<file path="config.mk">
export PLATFORM = sky130hd
export DESIGN_NAME = imem_loader
export DESIGN_NICKNAME = d
export VERILOG_FILES = /design/src/rtl/imem_pkg.sv /design/src/rtl/byte_packer.sv /design/src/rtl/imem_loader.sv
export SDC_FILE = /design/constraint.sdc
export NUM_CORES = 1
export LEC_CHECK = 0
export ABC_AREA = 1
export ABC_CLOCK_PERIOD_IN_PS = 2200
export BUFFER_PORTS_ARGS = -buffer_cell sky130_fd_sc_hd__buf_4
export CAP_MARGIN = 40
export CORE_ASPECT_RATIO = 1.75
export CORE_MARGIN = 2
export CORE_UTILIZATION = 61
export CTS_BUF_LIST = sky130_fd_sc_hd__clkbuf_8
export DETAILED_ROUTE_END_ITERATION = 16
export MAX_ROUTING_LAYER = met4
export PLACE_DENSITY = 0.84
export SYNTH_ARGS = -nofsm -noshare
export SYNTH_HDL_FRONTEND = slang
export SYNTH_SLANG_ARGS = --single-unit
</file>
<file path="constraint.sdc">
create_clock -name clk -period 2.2 [get_ports clk]
set_clock_uncertainty 0.1 [all_clocks]
set_input_delay 0.22 -clock clk [delete_from_list [all_inputs] [get_ports clk]]
set_output_delay 0.22 -clock clk [all_outputs]
set_load 0.005 [all_outputs]
</file>
<file path="src/rtl/imem_pkg.sv">
// Shared constants and FSM encoding for the instruction-memory boot loader.
package imem_pkg;
  localparam int MEM_WORDS = 1024;
  localparam int ADDR_W    = 10;
  localparam int CNT_W     = ADDR_W + 1;  // word counter reaches MEM_WORDS without wrapping
  localparam int TO_W      = 16;          // idle-cycle counter, covers TIMEOUT_CYC up to 65535

  typedef enum logic [2:0] {
    HDR0  = 3'd0,
    HDR1  = 3'd1,
    LOAD  = 3'd2,
    CSUM  = 3'd3,
    DONE  = 3'd4,
    ERROR = 3'd5
  } state_e;
endpackage

</file>
<file path="src/rtl/byte_packer.sv">
// Assembles four little-endian bytes into one 32-bit word. The word is
// presented combinationally together with the 4th byte so the loader can
// register it straight into the imem write port.
module byte_packer (
  input  logic        clk,
  input  logic        reset,
  input  logic        clr_i,
  input  logic        byte_vld_i,
  input  logic [7:0]  byte_i,
  output logic        word_vld_o,
  output logic [31:0] word_o
);
  logic [1:0]  idx_q;
  logic [23:0] lo_q;

  // Capture the lower three bytes and track the byte lane
  always_ff @(posedge clk) begin
    if (reset || clr_i) begin
      idx_q <= '0;
      lo_q  <= '0;
    end else if (byte_vld_i) begin
      case (idx_q)
        2'd0:    lo_q[7:0]   <= byte_i;
        2'd1:    lo_q[15:8]  <= byte_i;
        2'd2:    lo_q[23:16] <= byte_i;
        default: ;
      endcase
      idx_q <= idx_q + 2'd1;
    end
  end

  assign word_vld_o = byte_vld_i && (idx_q == 2'd3);
  assign word_o     = {byte_i, lo_q};
endmodule

</file>
<file path="src/rtl/imem_loader.sv">
// Boot-time imem writer: header (16-bit LE word count) then 4*N data bytes.
// Holds the CPU in reset until the load finishes cleanly.
// Optional trailing XOR checksum byte: define IMEM_LOADER_CHECKSUM_EN.
module imem_loader import imem_pkg::*; #(
  parameter int TIMEOUT_CYC = 65535
) (
  input  logic              clk,
  input  logic              reset,
  input  logic              s_valid,
  input  logic [7:0]        s_data,
  output logic              s_ready,
  input  logic              start,
  output logic              mem_we,
  output logic [ADDR_W-1:0] mem_addr,
  output logic [31:0]       mem_wdata,
  output logic              cpu_hold,
  output logic              done,
  output logic              error
);
  localparam logic [31:0] TO_LIM = 32'(TIMEOUT_CYC);

  state_e             state_q, state_d;
  logic [15:0]        n_q, n_d;
  logic [CNT_W-1:0]   word_cnt_q, word_cnt_d;
  logic [TO_W-1:0]    to_q, to_d;
  logic               s_ready_q, mem_we_q, cpu_hold_q, done_q, error_q;
  logic [ADDR_W-1:0]  mem_addr_q;
  logic [31:0]        mem_wdata_q;
`ifdef IMEM_LOADER_CHECKSUM_EN
  logic [7:0]         csum_q, csum_d;
`endif

  logic        hs, pk_vld, last_word;
  logic [31:0] pk_word;
  logic [15:0] n_hdr;

  assign hs        = s_valid && s_ready_q;
  assign n_hdr     = {s_data, n_q[7:0]};
  assign last_word = (16'(word_cnt_q) + 16'd1) == n_q;

  byte_packer u_pack (
    .clk        (clk),
    .reset      (reset),
    .clr_i      (state_q != LOAD),
    .byte_vld_i (hs && (state_q == LOAD)),
    .byte_i     (s_data),
    .word_vld_o (pk_vld),
    .word_o     (pk_word)
  );

  // Next-state: header decode, word counting, checksum, re-arm and idle timeout
  always_comb begin
    state_d    = state_q;
    n_d        = n_q;
    word_cnt_d = word_cnt_q;
    to_d       = to_q;
`ifdef IMEM_LOADER_CHECKSUM_EN
    csum_d     = csum_q;
`endif
    case (state_q)
      HDR0: if (hs) begin
        n_d     = {8'h00, s_data};
        state_d = HDR1;
      end
      HDR1: if (hs) begin
        n_d     = n_hdr;
        state_d = (n_hdr == 16'd0 || n_hdr > 16'(MEM_WORDS)) ? ERROR : LOAD;
      end
      LOAD: if (hs) begin
`ifdef IMEM_LOADER_CHECKSUM_EN
        csum_d = csum_q ^ s_data;
`endif
        if (pk_vld) begin
          word_cnt_d = word_cnt_q + 1'b1;
`ifdef IMEM_LOADER_CHECKSUM_EN
          if (last_word) state_d = CSUM;
`else
          if (last_word) state_d = DONE;
`endif
        end
      end
`ifdef IMEM_LOADER_CHECKSUM_EN
      CSUM: if (hs) state_d = (s_data == csum_q) ? DONE : ERROR;
`endif
      DONE, ERROR: if (start) begin
        state_d    = HDR0;
        n_d        = '0;
        word_cnt_d = '0;
        to_d       = '0;
`ifdef IMEM_LOADER_CHECKSUM_EN
        csum_d     = '0;
`endif
      end
      default: state_d = ERROR;
    endcase

    // Once a load has started the host must keep bytes flowing
    if (state_q inside {HDR1, LOAD, CSUM}) begin
      if (hs || TO_LIM == 32'd0) begin
        to_d = '0;
      end else if (32'(to_q) + 32'd1 == TO_LIM) begin
        to_d    = '0;
        state_d = ERROR;
      end else begin
        to_d = to_q + 1'b1;
      end
    end
  end

  // State, counters and registered outputs
  always_ff @(posedge clk) begin
    if (reset) begin
      state_q     <= HDR0;
      n_q         <= '0;
      word_cnt_q  <= '0;
      to_q        <= '0;
      s_ready_q   <= 1'b1;
      mem_we_q    <= 1'b0;
      mem_addr_q  <= '0;
      mem_wdata_q <= '0;
      cpu_hold_q  <= 1'b1;
      done_q      <= 1'b0;
      error_q     <= 1'b0;
`ifdef IMEM_LOADER_CHECKSUM_EN
      csum_q      <= '0;
`endif
    end else begin
      state_q    <= state_d;
      n_q        <= n_d;
      word_cnt_q <= word_cnt_d;
      to_q       <= to_d;
      mem_we_q   <= pk_vld;
      if (pk_vld) begin
        mem_addr_q  <= word_cnt_q[ADDR_W-1:0];
        mem_wdata_q <= pk_word;
      end
      s_ready_q  <= state_d inside {HDR0, HDR1, LOAD, CSUM};
      cpu_hold_q <= state_d != DONE;
      done_q     <= state_d == DONE;
      error_q    <= state_d == ERROR;
`ifdef IMEM_LOADER_CHECKSUM_EN
      csum_q     <= csum_d;
`endif
    end
  end

  assign s_ready   = s_ready_q;
  assign mem_we    = mem_we_q;
  assign mem_addr  = mem_addr_q;
  assign mem_wdata = mem_wdata_q;
  assign cpu_hold  = cpu_hold_q;
  assign done      = done_q;
  assign error     = error_q;
endmodule

</file>
---- After elaboration in Yosys (flattened, before gate mapping) ----
Index checks and enable logic that the tools add are counted.
storage, ports and cells
  flip-flop bits (word level) ............. 119
  input bits .............................. 12
operators by class
  eq/ne operators ......................... 22
  multiplexer cells ....................... 23
  reductions and logical operators ........ 24
  $lt $le $gt $ge ......................... 1
  bitwise operators ....................... 1
  add/sub/neg operators ................... 5
operator list
  cell                                                  count
  2-to-1 mux 16 bit                                     7
  case mux 16 bit (3 select lines)                      1
  2-to-1 mux 11 bit                                     3
  2-to-1 mux 3 bit                                      10
  case mux 11 bit (2 select lines)                      1
  adder 16 x 1 -> 17 bit, second input constant         1
  == test 17 x 16 -> 1 bit, second input constant       1
  adder 16 x 1 -> 16 bit, second input constant         1
  == test 12 x 16 -> 1 bit                              1
  > comparator 16 x 11 -> 1 bit, second input constant  1
  logical NOT 16 bit                                    1
  adder 11 x 1 -> 12 bit, second input constant         1
  == test 3 x 2 -> 1 bit, second input constant         4
  == test 3 bit, second input constant                  4
  case mux 3 bit (4 select lines)                       1
  AND reduction 4 bit                                   3
  adder 11 x 1 -> 11 bit, second input constant         1
  inequality test 2 bit, second input constant          5
  AND reduction 2 bit                                   4
  nonzero test 2 bit                                    4
  == test 3 x 1 -> 1 bit, second input constant         2
  logical NOT 3 bit                                     2
  nonzero test 3 bit                                    2
  == test 2 bit, second input constant                  2
  other kinds (10)                                      13

---- Logic depth before layout (Yosys ltp) ----
  depth after elaboration ................. 11
  gate-level depth with buffers ........... 15
  mapped depth without buffers ............ 15

---- Cells and area by module ----
From an unflattened synthesis, not the netlist that was laid out.
unflattened totals
  cells, all modules ...................... 829
  area, all modules ....................... 5745.5 um^2
by module, submodules not included
  module       instances  area an instance (um^2)  seq. area each (um^2)  cells each
  imem_loader  1          4464.3                   1861.8                 649
  byte_packer  1          1281.2                   520.5                  180

---- Least setup slack after synthesis ----
No wires, ideal clock.
  kind .................................... flip-flop to flip-flop
  start point ............................. register to_q[1]
  end point ............................... register to_q[11]
  setup time .............................. 132 ps
  stages on the path, launching flop included .. 14
  slack ................................... 256 ps
  clock period less this slack ............ 1944 ps
  data arrival time ....................... 1712 ps
  required time ........................... 1968 ps
  path through ............................ dfxtp_1 > ha_1 > nand2_2 > nor2_4 > nand2_2 > nor2_2 > nand2_1 > nand2_1 > nand2_1 > nor3_2 > nand2_2 > buf_6 > nand2_1 > a21oi_1
on the way
  cells in the longest elaborated chain, start to end .. 5
ends and longest elaborated chain
  item                      RTL line            text
  start, declared           imem_loader.sv:25   logic [TO_W-1:0] to_q, to_d;
  start signal, assigned    imem_loader.sv:131  to_q <= to_d;
  adder 16 x 1 -> 17 bit    imem_loader.sv:101  end else if (32'(to_q) + 32'd1 == TO_LIM) begin
  == test 17 x 16 -> 1 bit  imem_loader.sv:101
  2-to-1 mux 16 bit (*)     imem_loader.sv:101
  2-to-1 mux 16 bit (*)     imem_loader.sv:99   if (hs || TO_LIM == 32'd0) begin
  2-to-1 mux 16 bit (*)     imem_loader.sv:98   if (state_q inside {HDR1, LOAD, CSUM}) begin
Every way passes the cells marked *; elsewhere a longest branch is shown, timed or not.
A chain may end at the register's enable or synchronous reset.

---- Worst setup path after layout ----
  start point ............................. register to_q[3]
  end point ............................... register error_q, in the netlist error
on the way
  cells in the longest elaborated chain, start to end .. 6
ends and longest elaborated chain
  item                      RTL line            text
  adder 16 x 1 -> 17 bit    imem_loader.sv:101
  == test 17 x 16 -> 1 bit  imem_loader.sv:101
  2-to-1 mux 3 bit          imem_loader.sv:101
  2-to-1 mux 3 bit          imem_loader.sv:99
  2-to-1 mux 3 bit          imem_loader.sv:98
  == test 3 bit             imem_loader.sv:140  error_q <= state_d == ERROR;
  end signal, assigned      imem_loader.sv:123  error_q <= 1'b0;
  end signal, assigned      imem_loader.sv:140
  end, declared             imem_loader.sv:26   logic s_ready_q, mem_we_q, cpu_hold_q, done_q, error_q;
Every way passes these cells.

==> run summary <==
Outcome: completed
Simple-gate area share of the yosys netlist: 0.338
Fraction of registers with async set/reset: 0
Synth Instances: 826
Gpl congestion: 0.908
Chip Width: 76.1 um
R2r startpoint: to_q[3]$_SDFFE_PP0P_
Clock slew at reported path FFs: 0.07 ns
FF-to-FF path depth: 12
Reg2Reg Setup Slack: 0.08 ns
Post-route clock period utilization: 0.965
Final Core Density: 0.742
Power Density: 668 nW/um2
Post-CTS Setup Inserts: 0
Total number of yosys warnings: 0
Average wire per standard cell: 14.4 um
Largest family of logic cells by synthesized area: simple AND/OR/NAND/NOR gates
Die area: 9900 um2
Synth Area in XOR/XNOR: 0.00316
H-tree depth: 4
Max Cap Viol: 0
CP Capture Type: register
Layout Area Growth over Synthesis: 20.2%
CP arrival: 2.40 ns
Layout cells sized above 1: 0.154
Final Critical Period: 2.12 ns
Seq cells post-synth: 119
Number of flops mapped to enable cells by yosys: 0
Main synth FF type: dfxtp_1
Post-DP HPWL: 10.5 mm
CTS tree: built
Clk sinks: 119
Wirelength, routed: 14.8 mm
Vias per cell: 5.50
Worst Tran Pin Value: 0.534 ns
Worst vdd ir: 0.000585 V
I/O Buffers: 58
Vias in the first global route: 5244
Initial DRC count: 367
# IOs: 59
# fillers: 755
Grt ovf: 0
Crit path kind: reg2reg
First-pass GRT wire length: 23.6 mm
CP max FO: 4
Count of distinct cell types in the synthesized netlist: 30
Highest clock rate: 0.471 GHz
Worst hold stages: 5
Row cnt: 46
Placed cell count: 989
Leak: 0.00281 uW
Post-synthesis sequential area ratio: 0.429
Hold slack: 0.150 ns
Clk Tree Root Cell: clkbuf_8
Worst reg2reg path endpoint: error$_SDFF_PP0_
Via count: 5655
Fin. max-slew vios: 0
Mux cell area share after synthesis: 0
Total track usage: 0.309
Core area: 8980 um2
Hold worst-path end: u_pack.idx_q[0]$_SDFFE_PP0P_
Worst EP required: 2.47 ns
Slew headroom: 0.643
Hold Crit Class: in2reg
Worst skew pair latency: 0.44 ns
Number of diodes: 0
NumNets Final: 915
Detail Route Antenna Nets: 0
Final hold vios: 0
Number of buffers created by CTS: 17
Power after layout: 4460 uW
Largest net degree at the start of global routing: 45
Crit path launch type: register
Pre-Repair DR Iteration Count: 5
Antenna violations before repair: 0
Post-Syn Area per Cell: 6.72 um2
Adder-cell share of the synthesized area: 0.0158
Initial Util: 0.618
Syn_nets: 845
DRC Markers: 0
Complex-gate fraction of the synthesized area: 0.139
Die H: 130 um
Clock buffer depth: 2
Synthesized area: 5550 um2
Worst Min Path Start: s_valid
Post-route insts no fill: 1029
Setup violators final: 0
-- how the worst max path moves through the flow --
| stage | startpoint | to | slack, ns |
|---|---|---|---|
| after floorplan | to_q[1]$_SDFFE_PP0P_ | to_q[11]$_SDFFE_PP0P_ | 0.26 |
| after global placement | word_cnt_q[1]$_SDFFE_PP0P_ | state_q[1]$_SDFF_PP0_ | 0.11 |
| after detailed placement | word_cnt_q[1]$_SDFFE_PP0P_ | state_q[1]$_SDFF_PP0_ | -0.004 |
| after CTS | to_q[0]$_SDFFE_PP0P_ | to_q[12]$_SDFFE_PP0P_ | 0.02 |
| after global routing | to_q[0]$_SDFFE_PP0P_ | done$_SDFF_PP0_ | -0.04 |
| final | to_q[3]$_SDFFE_PP0P_ | error$_SDFF_PP0_ | 0.08 |
-- per-layer routing --
metal / vias to the layer above / wire length, um / GRT usage
li1: 2818 / - / -
met1: 2594 / 5700 / 0.313
met2: 192 / 7890 / 0.555
met3: 51 / 580 / 0.0698
met4: 0 / 644 / 0.169
met5: - / 0 / -
-- cell families (layout without fill, tap and decap cells) --
logic type	after synthesis	count (layout)
AOI/OAI and AO/OA	147	147
xor gates and xnor gates	2	2
adders and majority gates	7	7
buffers and inverters	106	189
DFF	119	119
and+or+nand+nor	445	445
-- what timing repair did --
| item | CTS | global route |
|---|---|---|
| endpoints found under the hold margin | 14 | 0 |
| pin swaps | 0 | 1 |
| hold buffers | 8 | 0 |
| gates resized for setup | 1 | 20 |
| endpoints found under the setup margin | 4 | 33 |
-- stage by stage --
stage / setup TNS [ns] / worst slack, ns / cell area [um2]
floorplan: 0 / 0.256 / 5550
global route: -0.191 / -0.0440 / 6670
detailed placement: -0.00439 / -0.00439 / 6140
global placement: 0 / 0.105 / 6140
CTS: 0 / 0.0213 / 6600
finish: 0 / 0.0776 / 6670
-- cell usage in the layout, fill, tap and decap left out, types with 6 or more instances in the layout --
master,synthesis,layout
buf_4,0,73
inv_1,70,70
nor3_1,6,6
clkbuf_8,0,18
nand2_1,221,220
a211oi_1,9,9
nor2_4,2,6
nor2_2,5,7
a21oi_1,86,86
nand4_1,10,10
o21ai_0,46,46
dlygate4sd3_1,0,8
nand3_1,74,73
nor2_1,115,109
dfxtp_1,119,116
-- critical path, cell delays in order (launching register included) --
cell	delay [ns]
dfxtp_1	0.41
nand2_1	0.20
nor2_1	0.21
nand2_1	0.12
nand2_1	0.07
nand2_1	0.07
nor2_1	0.18
nand3_1	0.16
nor2_4	0.15
nand3_2	0.12
nand3_2	0.12
nand2_4	0.07
nor2_2	0.09
-- power by group --
part,internal (uW),switching [uW],total [uW]
sequential,2190,25.6,2220
combinational,128,249,377
clock,926,937,1860
total,3240,1210,4460
-- cells in the mapped netlist, types with 3 or more instances --
cell type,instances,area (um2)
nor2_1,115,432
nand2_1,221,830
nand4_1,10,62.6
nor2_2,5,31.3
nand3_2,3,30.0
nor3_1,6,30.0
a21oi_1,86,430
nand3_1,74,370
o21bai_1,4,30.0
a211oi_1,9,67.6
inv_1,70,263
buf_2,6,30.0
ha_1,7,87.6
dfxtp_1,119,2380
clkbuf_1,23,86.3
o21ai_0,46,230
nand2_2,4,25.0
-- sequential cells by signal, summed over array words and instances (netlist names) --
register and count:
mem_we 1, mem_addr 10, to_q 16, n_q 16, u_pack.lo_q 24, state_q 3, mem_wdata 32, s_ready 1
u_pack.idx_q 2, word_cnt_q 11, done 1, cpu_hold 1, error 1
-- area by class of cell --
class,instances,area (um2),area share
inverters,74,282,0.0422
well taps,120,150,0.0225
multi-input cells,601,2810,0.422
clock inverters,14,128,0.0191
flip-flops and latches,119,2390,0.358
clock buffers,18,248,0.0372
repair buffers,83,659,0.0989
Note: power is estimated with default switching activity, not from simulation.
